File: config.mk
export PLATFORM = sky130hd
export DESIGN_NAME = mandel_point_sequencer
export DESIGN_NICKNAME = d
export VERILOG_FILES = /design/src/rtl/mandel_pkg.sv /design/src/rtl/mandel_coord_stepper.sv /design/src/rtl/mandel_point_sequencer.sv
export SDC_FILE = /design/constraint.sdc
export NUM_CORES = 1
export LEC_CHECK = 0
export ABC_AREA = 1
export CAP_MARGIN = 20
export CORE_ASPECT_RATIO = 0.7
export CORE_UTILIZATION = 50
export CTS_CLUSTER_DIAMETER = 120
export DETAILED_ROUTE_END_ITERATION = 10
export PLACE_DENSITY = 0.76
export SLEW_MARGIN = 30
export SYNTH_ARGS = -nofsm -noshare
export SYNTH_HDL_FRONTEND = slang
export SYNTH_SLANG_ARGS = --single-unit
File: constraint.sdc
create_clock -name clk -period 2.2 [get_ports clk]
set_input_delay 0.22 -clock clk [delete_from_list [all_inputs] [get_ports clk]]
set_output_delay 0.22 -clock clk [all_outputs]
set_load 0.03 [all_outputs]
File: src/rtl/mandel_pkg.sv
// Shared types and constants for the escape-time sequencer and the iteration core.
// Latency: n/a (declarations only).
// Backpressure: n/a.
package mandel_pkg;

    localparam int FX_W   = 32;
    localparam int FRAC_W = 21;

    // |z|^2 escape threshold of 4.0 in Q11.21
    localparam logic [FX_W-1:0] ESCAPE_THRESH = 32'h0080_0000;

    typedef logic signed [FX_W-1:0] fx_t;

    typedef enum logic [1:0] {
        ST_IDLE = 2'd0,
        ST_LOAD = 2'd1,
        ST_ITER = 2'd2,
        ST_EMIT = 2'd3
    } state_t;

endpackage

File: src/rtl/mandel_coord_stepper.sv
// Pixel-grid walker: holds col/row and c = (c_re, c_im), advancing one pixel per adv strobe.
// Latency: new coordinate visible the cycle after init/adv.
// Backpressure: none; the owning FSM only strobes adv after the current pixel is handed off.
// Ports: init latches origin/step/extent and zeroes col/row; adv steps raster order;
//        last_pixel flags the bottom-right pixel of the latched grid.
module mandel_coord_stepper #(
    parameter int DATA_W  = 32,
    parameter int COORD_W = 10
) (
    input  logic               clk,
    input  logic               rst_n,
    input  logic               init,
    input  logic               adv,
    input  logic [DATA_W-1:0]  x_min,
    input  logic [DATA_W-1:0]  y_max,
    input  logic [DATA_W-1:0]  step,
    input  logic [COORD_W-1:0] width,
    input  logic [COORD_W-1:0] height,
    output logic [COORD_W-1:0] col,
    output logic [COORD_W-1:0] row,
    output logic [DATA_W-1:0]  c_re,
    output logic [DATA_W-1:0]  c_im,
    output logic               last_pixel
);

    logic [COORD_W-1:0] col_q, col_d, row_q, row_d;
    logic [COORD_W-1:0] col_last_q, col_last_d, row_last_q, row_last_d;
    logic [DATA_W-1:0]  c_re_q, c_re_d, c_im_q, c_im_d;
    logic [DATA_W-1:0]  x_min_q, x_min_d, step_q, step_d;

    always_comb begin
        col_d      = col_q;
        row_d      = row_q;
        col_last_d = col_last_q;
        row_last_d = row_last_q;
        c_re_d     = c_re_q;
        c_im_d     = c_im_q;
        x_min_d    = x_min_q;
        step_d     = step_q;
        if (init) begin
            col_d      = '0;
            row_d      = '0;
            c_re_d     = x_min;
            c_im_d     = y_max;
            x_min_d    = x_min;
            step_d     = step;
            // Store the last index rather than the extent; a zero extent behaves as one.
            col_last_d = (width  == '0) ? '0 : width  - 1'b1;
            row_last_d = (height == '0) ? '0 : height - 1'b1;
        end else if (adv) begin
            if (col_q != col_last_q) begin
                col_d  = col_q + 1'b1;
                c_re_d = c_re_q + step_q;
            end else begin
                // Row wrap: re(c) restarts at the left edge, im(c) moves down one step.
                col_d  = '0;
                row_d  = row_q + 1'b1;
                c_re_d = x_min_q;
                c_im_d = c_im_q - step_q;
            end
        end
    end

    always_ff @(posedge clk or negedge rst_n) begin
        if (!rst_n) begin
            col_q      <= '0;
            row_q      <= '0;
            col_last_q <= '0;
            row_last_q <= '0;
            c_re_q     <= '0;
            c_im_q     <= '0;
            x_min_q    <= '0;
            step_q     <= '0;
        end else begin
            col_q      <= col_d;
            row_q      <= row_d;
            col_last_q <= col_last_d;
            row_last_q <= row_last_d;
            c_re_q     <= c_re_d;
            c_im_q     <= c_im_d;
            x_min_q    <= x_min_d;
            step_q     <= step_d;
        end
    end

    assign col        = col_q;
    assign row        = row_q;
    assign c_re       = c_re_q;
    assign c_im       = c_im_q;
    assign last_pixel = (col_q == col_last_q) && (row_q == row_last_q);

endmodule

File: src/rtl/mandel_point_sequencer.sv
// Escape-time initiator: loads c into the core per pixel, counts iterations, emits one result per pixel.
// Latency: 3 cycles per pixel minimum (LOAD, one ITER, EMIT), max_iter+2 maximum, plus stall time.
// Backpressure: result held in EMIT until pix_ready; no new pixel is loaded while stalled.
// Ports: start/x_min/y_max/step/width/height/max_iter configure a frame; core_a/b/ld/div talk
//        to the iteration core; pix_* is the result stream; busy/done report frame progress.
module mandel_point_sequencer
    import mandel_pkg::*;
#(
    parameter int DATA_W  = 32,
    parameter int COORD_W = 10,
    parameter int ITER_W  = 8
) (
    input  logic               clk,
    input  logic               rst_n,
    input  logic               start,
    input  logic [DATA_W-1:0]  x_min,
    input  logic [DATA_W-1:0]  y_max,
    input  logic [DATA_W-1:0]  step,
    input  logic [COORD_W-1:0] width,
    input  logic [COORD_W-1:0] height,
    input  logic [ITER_W-1:0]  max_iter,
    output logic [DATA_W-1:0]  core_a,
    output logic [DATA_W-1:0]  core_b,
    output logic               core_ld,
    input  logic               core_div,
    output logic               pix_valid,
    input  logic               pix_ready,
    output logic [COORD_W-1:0] pix_x,
    output logic [COORD_W-1:0] pix_y,
    output logic [ITER_W-1:0]  pix_iter,
    output logic               pix_escaped,
    output logic               busy,
    output logic               done
);

    state_t             state_q, state_d;
    logic [ITER_W-1:0]  iter_cnt_q, iter_cnt_d;
    logic [ITER_W-1:0]  iter_last_q, iter_last_d;
    logic [ITER_W-1:0]  pix_iter_q, pix_iter_d;
    logic               pix_escaped_q, pix_escaped_d;
    logic               done_q, done_d;
    logic               init, adv, last_pixel;

    always_comb begin
        state_d       = state_q;
        iter_cnt_d    = iter_cnt_q;
        iter_last_d   = iter_last_q;
        pix_iter_d    = pix_iter_q;
        pix_escaped_d = pix_escaped_q;
        done_d        = 1'b0;
        init          = 1'b0;
        adv           = 1'b0;
        unique case (state_q)
            ST_IDLE: begin
                if (start) begin
                    init        = 1'b1;
                    iter_last_d = (max_iter == '0) ? '0 : max_iter - 1'b1;
                    state_d     = ST_LOAD;
                end
            end
            ST_LOAD: begin
                iter_cnt_d = '0;
                state_d    = ST_ITER;
            end
            ST_ITER: begin
                // Divergence is checked first so it wins over the cap in the same cycle.
                if (core_div) begin
                    pix_escaped_d = 1'b1;
                    pix_iter_d    = iter_cnt_q + 1'b1;
                    state_d       = ST_EMIT;
                end else if (iter_cnt_q == iter_last_q) begin
                    pix_escaped_d = 1'b0;
                    pix_iter_d    = iter_cnt_q + 1'b1;
                    state_d       = ST_EMIT;
                end else begin
                    iter_cnt_d = iter_cnt_q + 1'b1;
                end
            end
            ST_EMIT: begin
                if (pix_ready) begin
                    if (last_pixel) begin
                        done_d  = 1'b1;
                        state_d = ST_IDLE;
                    end else begin
                        adv     = 1'b1;
                        state_d = ST_LOAD;
                    end
                end
            end
            default: state_d = ST_IDLE;
        endcase
    end

    always_ff @(posedge clk or negedge rst_n) begin
        if (!rst_n) begin
            state_q       <= ST_IDLE;
            iter_cnt_q    <= '0;
            iter_last_q   <= '0;
            pix_iter_q    <= '0;
            pix_escaped_q <= 1'b0;
            done_q        <= 1'b0;
        end else begin
            state_q       <= state_d;
            iter_cnt_q    <= iter_cnt_d;
            iter_last_q   <= iter_last_d;
            pix_iter_q    <= pix_iter_d;
            pix_escaped_q <= pix_escaped_d;
            done_q        <= done_d;
        end
    end

    mandel_coord_stepper #(
        .DATA_W  (DATA_W),
        .COORD_W (COORD_W)
    ) u_stepper (
        .clk        (clk),
        .rst_n      (rst_n),
        .init       (init),
        .adv        (adv),
        .x_min      (x_min),
        .y_max      (y_max),
        .step       (step),
        .width      (width),
        .height     (height),
        .col        (pix_x),
        .row        (pix_y),
        .c_re       (core_a),
        .c_im       (core_b),
        .last_pixel (last_pixel)
    );

    assign core_ld     = (state_q == ST_LOAD);
    assign pix_valid   = (state_q == ST_EMIT);
    assign busy        = (state_q != ST_IDLE);
    assign pix_iter    = pix_iter_q;
    assign pix_escaped = pix_escaped_q;
    assign done        = done_q;

endmodule

==> metrics.cfg <==
[final_layout]
syn2layout_area_growth_pct=33.06
design.final.nets=2559
filler_cells_inserted=2378
fin_util=0.6807
layout.area.seq_mm2=0.004912
final_area_mm2=0.01831
number_of_cells_in_the_finished_layout_apart_from_fillers=2732
multi_input_comb_area_mm2=0.008055
layout-drive-gt1-share=0.1111

[floorplan]
num_rows=50
die_w_um=200.3
num_io_pins=226
fp.dieArea_mm2=0.02820
die_y_um=140.8
core_area_mm2=0.02690
initial_core_util=0.5116

[placed_design]
dp_slack_ps=-74.24
placement.cell_area_mm2=0.01722
detailed_place_hpwl_mm=35.37
place_inst=2692
placement.io_buffers=225
place.gp.congestion=0.9951

[grt]
antenna_violations_before_repair=2
grt_first_pass_wirelength_mm=70.99
grt_max_degree=55
first_global_vias=13451
grt_overflow=0
gr-usage-all-layers=0.3205

[outcome]
run_status=completed

[clock_network]
clock_tree_from_tritoncts=done
clock_tree.htree_level_count=4
clock_tree.buffer_depth=2
tritoncts.num_buffers=17
cts_sinks=196
cts_root_buf=clkbuf_16
insertion_delay_ps=450
cts.clk_slew.worst_paths_ps=80

[logic_synthesis]
synth-main-ff-cell=dfrtp_1
postSynth.asyncResetShare=1.000
syn_nets=2250
synth-warning-count=0
synth.ff_latch_count=196
syn_avg_cell_area_um2=6.726
edff_count_synth=0
synth_cells=2046
synth_seq_area_share=0.3564
synth.cell_area_mm2=0.01376
netlist-cell-type-count=45

[worst_setup_path]
critical_path.startpoint=u_stepper.step_q[3]
crit-reg2reg-capture=u_stepper.c_re[13]
end_kind=register
worst_ep_required_time_ps=2580
endpoint=u_stepper.c_re[13]
worst-r2r-cell-count=11
worstReg2RegStart=u_stepper.step_q[3]
critical_path_source_type=register
critical_path_peak_fanout=4
cp_data_arrival_time_ps=2540
timing.setup.critical_path_class=reg2reg
setup.reg_to_reg.worst_slack_ps=40

[drt]
initial_detailed_routing_violation_count=1184
number_of_remaining_drc_errors=0
drt_wl_total_mm=45.51
detail_route.first_pass.iterations=5
detail_route.wl_per_cell_um=16.66
route.vias.total=14491
antenna_violating_nets_post_route=0
viasPerCell=5.304

[pwr]
total_power_mw=32.46
leakage_nw=9.224
ir_worst_vdd_v=0.0007376
power_density_cells_mw_per_mm2=1773

[sta]
finalHoldViolCount=0
finalSetupViolations=0
timing.setup.tns_ps=0
finalCritPeriodShare=0.9817
fmax_ghz=0.4630
timing.clock.skew_ps=10.76
finalWorstSetupSlack_ps=40.35
finalMaxSlewViolations=0
worst_slew_margin_rel=0.7108
finalWorstPathRequiredPeriod_ps=2160
fin_hold_ws_ps=272.1
worst_slew_pin_slew_ps=429.8

[hold_path]
hold_removal_path_class=in2async

[job]
drv.max_cap_violation_count=0

-- cell families after synthesis --
family | share of synthesized area
AO/OA/AOI/OAI | 0.1082
multiplexers | 0.002455
XOR/XNOR | 0.04455
buffers and inverters | 0.09119
adder cells (fa/ha/maj) | 0.06928
AND/OR/NAND/NOR | 0.3279
flip-flops | 0.3564
-- placed cells by master (no fill, tap or decap), types with 5 or more instances in the layout --
cell type,instances
a21oi_1,90
a21oi_2,12
buf_12,13
buf_4,102
clkbuf_16,17
clkdlybuf4s50_1,223
dfrtp_1,190
dfrtp_2,6
ha_1,53
ha_4,17
inv_1,260
inv_2,11
nand2_1,693
nand2_2,19
nand3_1,133
nand3_2,7
nand3b_1,6
nand4_1,27
nor2_1,153
nor2_2,14
nor3_1,24
o211ai_1,5
o21ai_0,101
o21ai_1,25
o21bai_1,9
o22ai_1,21
or2_2,5
xnor2_1,31
xor2_1,39
-- cell usage after synthesis, drive strengths merged (6+ instances only) --
cell type	count	area [um2]
a21oi	103	519.3
buf	25	136.4
clkbuf	26	97.59
dfrtp	196	4905
ha	73	913.4
inv	271	1017
nand2	716	2716
nand3	141	710.7
nand3b	6	45.04
nand4	27	168.9
nor2	170	648.1
nor3	26	130.1
o21ai	128	640.6
o21bai	10	75.07
o22ai	21	131.4
xnor2	31	271.5
xor2	39	341.6
-- registers in the layout, summed over array words and instances, names as in the netlist --
name                  flops
iter_last_q               8
u_stepper.row_last_q     10
pix_iter                  8
u_stepper.c_re           32
done                      1
u_stepper.col_last_q     10
state_q                   2
pix_escaped               1
u_stepper.step_q         32
u_stepper.col            10
iter_cnt_q                8
u_stepper.row            10
u_stepper.x_min_q        32
u_stepper.c_im           32
-- critical path, cell delays in order (launching register included) --
cell and delay [ps]:
dfrtp_1 390, buf_4 140, ha_1 340, nand2_1 150
inv_1 50, nand2_1 90, nand3_1 150, nand2_1 130
nand2_2 100, o21ai_0 330, nand3_1 130, nand3_1 100
-- layout make-up --
cell class / count / share of cell area
antenna: 1 / 0.0001367
clock buffer: 19 / 0.02419
clock inverter: 12 / 0.006833
inverter: 272 / 0.05589
multi-input combinational: 1527 / 0.4399
sequential: 196 / 0.2683
tap: 364 / 0.02487
timing repair buffer: 341 / 0.1799
-- worst min-delay path by stage --
stage | startpoint | endpoint | slack (ps) | depth (start not counted)
floorplan | rst_n | done | -80 | 0
global placement | rst_n | pix_iter[3] | 190 | 1
detailed placement | rst_n | pix_iter[4] | 190 | 1
CTS | rst_n | pix_iter[6] | 290 | 2
global route | rst_n | pix_iter[5] | 310 | 2
finish | rst_n | pix_iter[3] | 270 | 2
-- per-layer routing --
metal	track usage	vias up	part of all wire
met5	0	-	0.00042
met4	0.08317	2	0.018
met3	0.06126	52	0.078
met2	0.4786	522	0.43
met1	0.4742	6763	0.48
li1	-	7152	-
-- report_power, final --
| part | internal (mW) | total (mW) | switching (mW) | leakage, nW |
|---|---|---|---|---|
| Clock | 1.61 | 3.15 | 1.53 | 0.267 |
| Combinational | 8.99 | 22.7 | 13.7 | 6.51 |
| Sequential | 5.18 | 6.64 | 1.46 | 2.44 |
-- what timing repair did --
item	4_1_cts	5_1_grt
buffers inserted	0	7
resized for setup	11	101
hold buffers	1	0
endpoints found under the hold margin	40	0
endpoints found under the setup margin	25	56
pin swaps	0	11
Power figures use the tool's default switching activity.
